--- src/rtl/nac_dma_pkg.sv ---
// rtl/nac_dma_pkg.sv - shared types and constants for the NAC DMA burst engine
//
// Purpose: FSM state encoding and address/response constants used by the
//          burst engine and its burst-length calculator.
// Contents:
//   state_t      - burst engine FSM states
//   AXI_4K_BYTES - size of the region a single burst may not cross
//   WORD_BYTES   - bytes per transferred word
//   RESP_OKAY    - AXI OKAY response code
package nac_dma_pkg;

  typedef enum logic [2:0] {
    ST_IDLE  = 3'd0,
    ST_CALC  = 3'd1,
    ST_REQ   = 3'd2,
    ST_RDATA = 3'd3,
    ST_WDATA = 3'd4,
    ST_WRESP = 3'd5,
    ST_FIN   = 3'd6
  } state_t;

  localparam int AXI_4K_BYTES = 4096;
  localparam int WORD_BYTES   = 4;

  localparam logic [1:0] RESP_OKAY = 2'b00;

endpackage

--- src/rtl/nac_burst_len_calc.sv ---
// rtl/nac_burst_len_calc.sv - combinational burst length selection
//
// Purpose: picks the length of the next INCR burst as the smallest of the
//          remaining word count, MAX_BURST and the words left before the
//          next 4 KB boundary.
// Ports:
//   addr_lo   in  10      word index within the current 4 KB page (addr[11:2])
//   remaining in  CNT_W   words still to transfer
//   len       out 9       burst length in beats, 1..MAX_BURST
module nac_burst_len_calc
  import nac_dma_pkg::*;
#(
  parameter int MAX_BURST = 16,
  parameter int CNT_W     = 16
) (
  input  logic [9:0]       addr_lo,
  input  logic [CNT_W-1:0] remaining,
  output logic [8:0]       len
);

  localparam logic [10:0] BEATS_PER_4K = 11'(AXI_4K_BYTES / WORD_BYTES);
  localparam logic [10:0] MAX_BEATS    = 11'(MAX_BURST);

  logic [10:0] beats_to_4k;
  logic [10:0] cap;

  always_comb begin
    // 1024 - word index never underflows and yields 1..1024.
    beats_to_4k = BEATS_PER_4K - {1'b0, addr_lo};
    cap         = (MAX_BEATS < beats_to_4k) ? MAX_BEATS : beats_to_4k;
    // cap never exceeds 256, so the final value always fits 9 bits.
    if (remaining < CNT_W'(cap)) begin
      len = 9'(remaining);
    end else begin
      len = 9'(cap);
    end
  end

endmodule

--- src/rtl/nac_dma_burst_engine.sv ---
// rtl/nac_dma_burst_engine.sv - DMA command front end splitting transfers into bursts
//
// Purpose: accepts one transfer command of up to 2^CNT_W-1 words, splits it
//          into INCR bursts that respect MAX_BURST and 4 KB boundaries, and
//          drives the NAC AXI master adapter sys_* interface.
// Ports:
//   ACLK, ARESET                     clock, asynchronous active-high reset
//   cmd_valid/cmd_ready              command handshake (ready only in IDLE)
//   cmd_we, cmd_addr, cmd_words      command direction, byte address, word count
//   busy, done, done_err             status; done is a one-cycle pulse
//   rd_data, rd_valid                read word stream (no backpressure)
//   wr_data, wr_valid, wr_ready      write source stream
//   sys_addr, sys_len, sys_req, sys_we          adapter burst request
//   sys_wdata, sys_wvalid, sys_wready           adapter write data handshake
//   sys_grant, sys_valid, sys_last, sys_rdata   adapter completion / read beats
//   sys_error                                   adapter sticky burst error
module nac_dma_burst_engine
  import nac_dma_pkg::*;
#(
  parameter int MAX_BURST = 16,
  parameter int CNT_W     = 16
) (
  input  logic             ACLK,
  input  logic             ARESET,
  input  logic             cmd_valid,
  output logic             cmd_ready,
  input  logic             cmd_we,
  input  logic [31:0]      cmd_addr,
  input  logic [CNT_W-1:0] cmd_words,
  output logic             busy,
  output logic             done,
  output logic             done_err,
  output logic [31:0]      rd_data,
  output logic             rd_valid,
  input  logic [31:0]      wr_data,
  input  logic             wr_valid,
  output logic             wr_ready,
  output logic [31:0]      sys_addr,
  output logic [7:0]       sys_len,
  output logic             sys_req,
  output logic             sys_we,
  output logic [31:0]      sys_wdata,
  output logic             sys_wvalid,
  input  logic             sys_wready,
  input  logic             sys_grant,
  input  logic             sys_valid,
  input  logic             sys_last,
  input  logic [31:0]      sys_rdata,
  input  logic             sys_error
);

  state_t           state;
  logic [31:0]      addr_q;
  logic [CNT_W-1:0] remaining;
  logic [8:0]       len_q;
  logic [8:0]       wcnt;
  logic             we_q;
  logic             err_q;
  logic [8:0]       calc_len;

  logic [31:0]      next_addr;
  logic             last_burst;
  logic             in_wdata;
  logic             wr_xfer;

  nac_burst_len_calc #(
    .MAX_BURST (MAX_BURST),
    .CNT_W     (CNT_W)
  ) u_len_calc (
    .addr_lo   (addr_q[11:2]),
    .remaining (remaining),
    .len       (calc_len)
  );

  // Write data passes straight through while the burst data phase is open;
  // outside WDATA neither side sees a handshake.
  assign in_wdata   = (state == ST_WDATA);
  assign sys_wdata  = wr_data;
  assign sys_wvalid = in_wdata & wr_valid;
  assign wr_ready   = in_wdata & sys_wready;
  assign wr_xfer    = wr_valid & sys_wready;

  assign cmd_ready  = (state == ST_IDLE);
  assign busy       = (state != ST_IDLE);

  // Address advance wraps naturally at 2^32.
  assign next_addr  = addr_q + {21'd0, len_q, 2'b00};
  assign last_burst = (remaining == CNT_W'(len_q));

  always_ff @(posedge ACLK or posedge ARESET) begin
    if (ARESET) begin
      state     <= ST_IDLE;
      addr_q    <= '0;
      remaining <= '0;
      len_q     <= '0;
      wcnt      <= '0;
      we_q      <= 1'b0;
      err_q     <= 1'b0;
      done      <= 1'b0;
      done_err  <= 1'b0;
      rd_data   <= '0;
      rd_valid  <= 1'b0;
      sys_addr  <= '0;
      sys_len   <= '0;
      sys_req   <= 1'b0;
      sys_we    <= 1'b0;
    end else begin
      sys_req  <= 1'b0;
      done     <= 1'b0;
      done_err <= 1'b0;
      rd_valid <= 1'b0;

      case (state)
        ST_IDLE: begin
          if (cmd_valid) begin
            addr_q    <= cmd_addr & 32'hFFFF_FFFC;
            remaining <= cmd_words;
            we_q      <= cmd_we;
            err_q     <= 1'b0;
            state     <= (cmd_words == '0) ? ST_FIN : ST_CALC;
          end
        end

        ST_CALC: begin
          len_q    <= calc_len;
          sys_len  <= 8'(calc_len - 9'd1);
          sys_addr <= addr_q;
          sys_we   <= we_q;
          sys_req  <= 1'b1;
          wcnt     <= '0;
          state    <= ST_REQ;
        end

        ST_REQ: begin
          state <= we_q ? ST_WDATA : ST_RDATA;
        end

        ST_RDATA: begin
          rd_data  <= sys_rdata;
          rd_valid <= sys_valid;
          if (sys_valid && sys_last) begin
            err_q     <= err_q | sys_error;
            addr_q    <= next_addr;
            remaining <= remaining - CNT_W'(len_q);
            state     <= last_burst ? ST_FIN : ST_CALC;
          end
        end

        ST_WDATA: begin
          if (wr_xfer) begin
            wcnt <= wcnt + 9'd1;
            if ((wcnt + 9'd1) == len_q) begin
              state <= ST_WRESP;
            end
          end
        end

        ST_WRESP: begin
          if (sys_grant) begin
            err_q     <= err_q | sys_error;
            addr_q    <= next_addr;
            remaining <= remaining - CNT_W'(len_q);
            state     <= last_burst ? ST_FIN : ST_CALC;
          end
        end

        ST_FIN: begin
          done     <= 1'b1;
          done_err <= err_q;
          state    <= ST_IDLE;
        end

        default: begin
          state <= ST_IDLE;
        end
      endcase
    end
  end

endmodule
--- config.mk ---
export PLATFORM = sky130hd
export DESIGN_NAME = nac_dma_burst_engine
export DESIGN_NICKNAME = d
export VERILOG_FILES = /design/src/rtl/nac_dma_pkg.sv /design/src/rtl/nac_burst_len_calc.sv /design/src/rtl/nac_dma_burst_engine.sv
export SDC_FILE = /design/constraint.sdc
export NUM_CORES = 1
export LEC_CHECK = 0
export ABC_AREA = 1
export BUFFER_PORTS_ARGS = -buffer_cell sky130_fd_sc_hd__buf_2
export CAP_MARGIN = 20
export CORE_MARGIN = 5
export CORE_UTILIZATION = 48
export DETAILED_ROUTE_END_ITERATION = 16
export GPL_TIMING_DRIVEN = 1
export PLACE_DENSITY = 0.86
export RECOVER_POWER = 25
export SLEW_MARGIN = 10
export SYNTH_ARGS = -nofsm -noshare
export SYNTH_HDL_FRONTEND = slang
export SYNTH_SLANG_ARGS = --single-unit
--- constraint.sdc ---
create_clock -name ACLK -period 4.55 [get_ports ACLK]
set_clock_uncertainty 0.05 [all_clocks]
set_input_delay 0.455 -clock ACLK [delete_from_list [all_inputs] [get_ports ACLK]]
set_output_delay 0.455 -clock ACLK [all_outputs]
set_load 0.005 [all_outputs]
==> metrics <==
die height=142 um; drt first pass iters=6; sequential share of the synthesized area=0.429; Starting Density=0.488; IO Pins=235; relative slew slack=-1.22; Netlist cell types=52; core area=17200 um^2; most used flip-flop cell after synthesis=dfrtp_1; Syn Area/Cell=7.80 um^2; port bufs=166; share of cells above drive strength 1=0.208; max-slew violation count=75; Layout area overhead=16.8%; Synth Area in Compound Gates=0.145; final hold viol count=0; Worst Tran Pin Value=3310 ps; global route overflow=0; Critical Path Source Type=register; post-synthesis simple-gate area fraction=0.253; initial antenna violation count=0; RSZ-0062 raised after global routing=false; register area=3600 um^2; Pint=4000 uW; Ant. Diodes=0; die footprint=20300 um^2; largest net degree at the start of global routing=75; clk slew on worst S/H paths=70 ps; failing checks=max-capacitance violations, max-slew violations; Hold Crit Class=primary input to register; Hold-fix buffers, CTS=0; crit path DAT=4420 ps; Combinational Power Share=0.483; Final setup viols=0; Post-CTS Setup Repair Bufs=0; DRC errors left=0; Num CTS Buffers=17; P_sw=3370 uW; synthesized area=8410 um^2; Synth Warn #=0; #FFs+latches synth=144; area of the multi-input gates=4020 um^2; clk sink count=144; vias in the first global route=7752; Crit Path Category=register to register; min Tclk post-route=4160 ps; Post-CTS Resized=0; FP Rows=48; Max VDD drop=366 uV; CTS max path bufs=2; Net Sw Frac=0.457; first-pass GRT wire length=37500 um; routability congestion estimate=0.928; via/cell ratio=5.40; final worst slack=386 ps; DRT iter0 DRCs=689; Post-synth EDFFs=0; asr flop ratio synth=1.00; Die Wd=142 um; GRT Util Overall=0.229; top cells by area, synth=dfrtp_1 (43%), nand2_1 (13%), o21ai_0 (6.1%); post-route ant nets=0; Vias=7824; fin cells=1448; main combinational cell family by area after synthesis=simple AND/OR/NAND/NOR gates; power per standard cell area=751 nW/um^2; final instance area=9820 um^2; CP max FO=7; Req. time, crit path=4810 ps; Setup TNS=0 ps; dpl ws=603 ps; endpoint class of the critical path=register; CTS tree=built; post-synthesis mux area share=0; Post-Synth Adder-Cell Area=0.0509; post-place instance area=9230 um^2; status=finished, violations left; Synth Area in XOR/XNOR=0.0250; area leader, netlist=dfrtp_1; max-cap viol count=1; Synth top area share=0.429; DR WL/cell=15.8 um; Placed Cells=1416; clock network power share=0.193; Pleak=0.00495 uW; filler instances=1514; H-tree depth=4; final net count=1365; period utilisation layout=0.915; Seq pwr share=0.324; root buf cell=clkbuf_16; Gate Count Post-Synth=1078; Routed WL=22900 um; worst skew pair latency=420 ps; HPWL Detailed=16900 um; Peak Freq=240 MHz; final core utilization=0.570
## flip-flops by register name, indices dropped and copies added (netlist names)
register	cells
addr_q	30
done	1
done_err	1
err_q	1
len_q	9
rd_data	32
rd_valid	1
remaining	16
state	3
sys_addr	30
sys_len	8
sys_req	1
sys_we	1
wcnt	9
we_q	1
## path summary, 6_finish.rpt
kind,from,to,slack [ps],cells past startpoint
max in group asynchronous,ARESET,rd_data[21]$_DFFE_PP0N_,1920,3
min in group asynchronous,ARESET,sys_addr[18]$_DFFE_PP0P_,940,2
worst min register to register,rd_data[28]$_DFFE_PP0N_,rd_data[28]$_DFFE_PP0N_,420,2
worst max register to register,addr_q[2]$_DFFE_PP0P_,sys_len[6]$_DFFE_PP0P_,390,27
worst min-delay path,sys_rdata[9],rd_data[9]$_DFFE_PP0N_,170,3
worst max-delay path,addr_q[2]$_DFFE_PP0P_,sys_len[6]$_DFFE_PP0P_,390,27
## layer usage
| layer | track usage | vias to the layer above | wire, um |
|---|---|---|---|
| li1 | - | 3794 | - |
| met1 | 0.290 | 3638 | 9450 |
| met2 | 0.378 | 323 | 11100 |
| met3 | 0.0501 | 69 | 1520 |
| met4 | 0.106 | 0 | 827 |
| met5 | 0 | - | 0 |
## placed cells by master, fill, tap and decap left out, types with 5 or more instances in the layout
cell type,count
nand2_2,13
a22oi_1,15
a21oi_1,29
inv_1,106
inv_6,6
dfrtp_1,144
nor4_1,13
buf_2,166
o21ai_0,103
inv_2,5
ha_1,31
nand4_1,12
nor2_1,72
nor2_2,12
o211ai_1,12
nor3_1,12
buf_4,8
clkbuf_16,17
nand2_1,286
o21ai_1,10
nand3_1,45
o22ai_1,15
xor2_1,22
conb_1,8
## stage by stage
step	total power (uW)	hold slack, ps
after detailed placement	5900	404
after global routing	8000	173
final	7380	172
after floorplan	4780	415
after global placement	5720	399
after CTS	7370	114
## cell usage after synthesis, types with 10 or more instances
cell type / number
o21ai_1: 10
nor2_1: 72
a21oi_1: 29
a22oi_1: 15
o21ai_0: 103
nor3_1: 12
nor4_1: 13
buf_4: 34
ha_1: 31
o211ai_1: 12
nand2_1: 287
xor2_1: 22
nand4_1: 12
o22ai_1: 15
dfrtp_1: 144
nand2_2: 12
nand3_1: 45
nor2_2: 13
clkbuf_1: 26
inv_1: 107
## cell type report
type | instances | share of cell area
well taps | 225 | 0.0287
flip-flops and latches | 144 | 0.367
inverters | 113 | 0.0433
clock buffers | 17 | 0.0433
repair buffers | 174 | 0.0907
multi-input cells | 760 | 0.410
clock inverters | 15 | 0.0175
## worst max-delay path: stages (launching register included)
cell and delay, ps:
dfrtp_1 430, inv_1 200, ha_1 330, nand3_2 160, nand2_1 110, nand3_1 110, a211oi_2 200, nand3_1 160
nor2_2 220, nor2_1 100, or2_1 240, ha_1 300, nand2_1 60, inv_1 50, nand2_1 50, nand2_1 50
nand2_1 60, nand2_2 80, nand2_4 80, nand2_4 120, nand2_1 70, nand2_2 120, ha_1 200, nand2_2 80
nor2_2 130, nand4_1 130, nand2_1 100, nand2_1 50
## power groups by stage
stage | logic, uW | clock network (uW) | registers (uW)
after CTS | 3550 | 1440 | 2370
final | 3560 | 1430 | 2390
after detailed placement | 3510 | 0 | 2390
after floorplan | 2490 | 0 | 2300
after global placement | 3360 | 0 | 2360
after global routing | 4050 | 1490 | 2460
## cell families (layout without fill, tap and decap cells)
family                   count (synthesis)  after routing
buffers and inverters                  180            319
XOR/XNOR                                24             24
AO/OA/AOI/OAI                          210            210
flip-flops                             144            144
other                                    2              8
AND/OR/NAND/NOR                        485            485
adder cells (fa/ha/maj)                 33             33
Power figures use the tool's default switching activity.
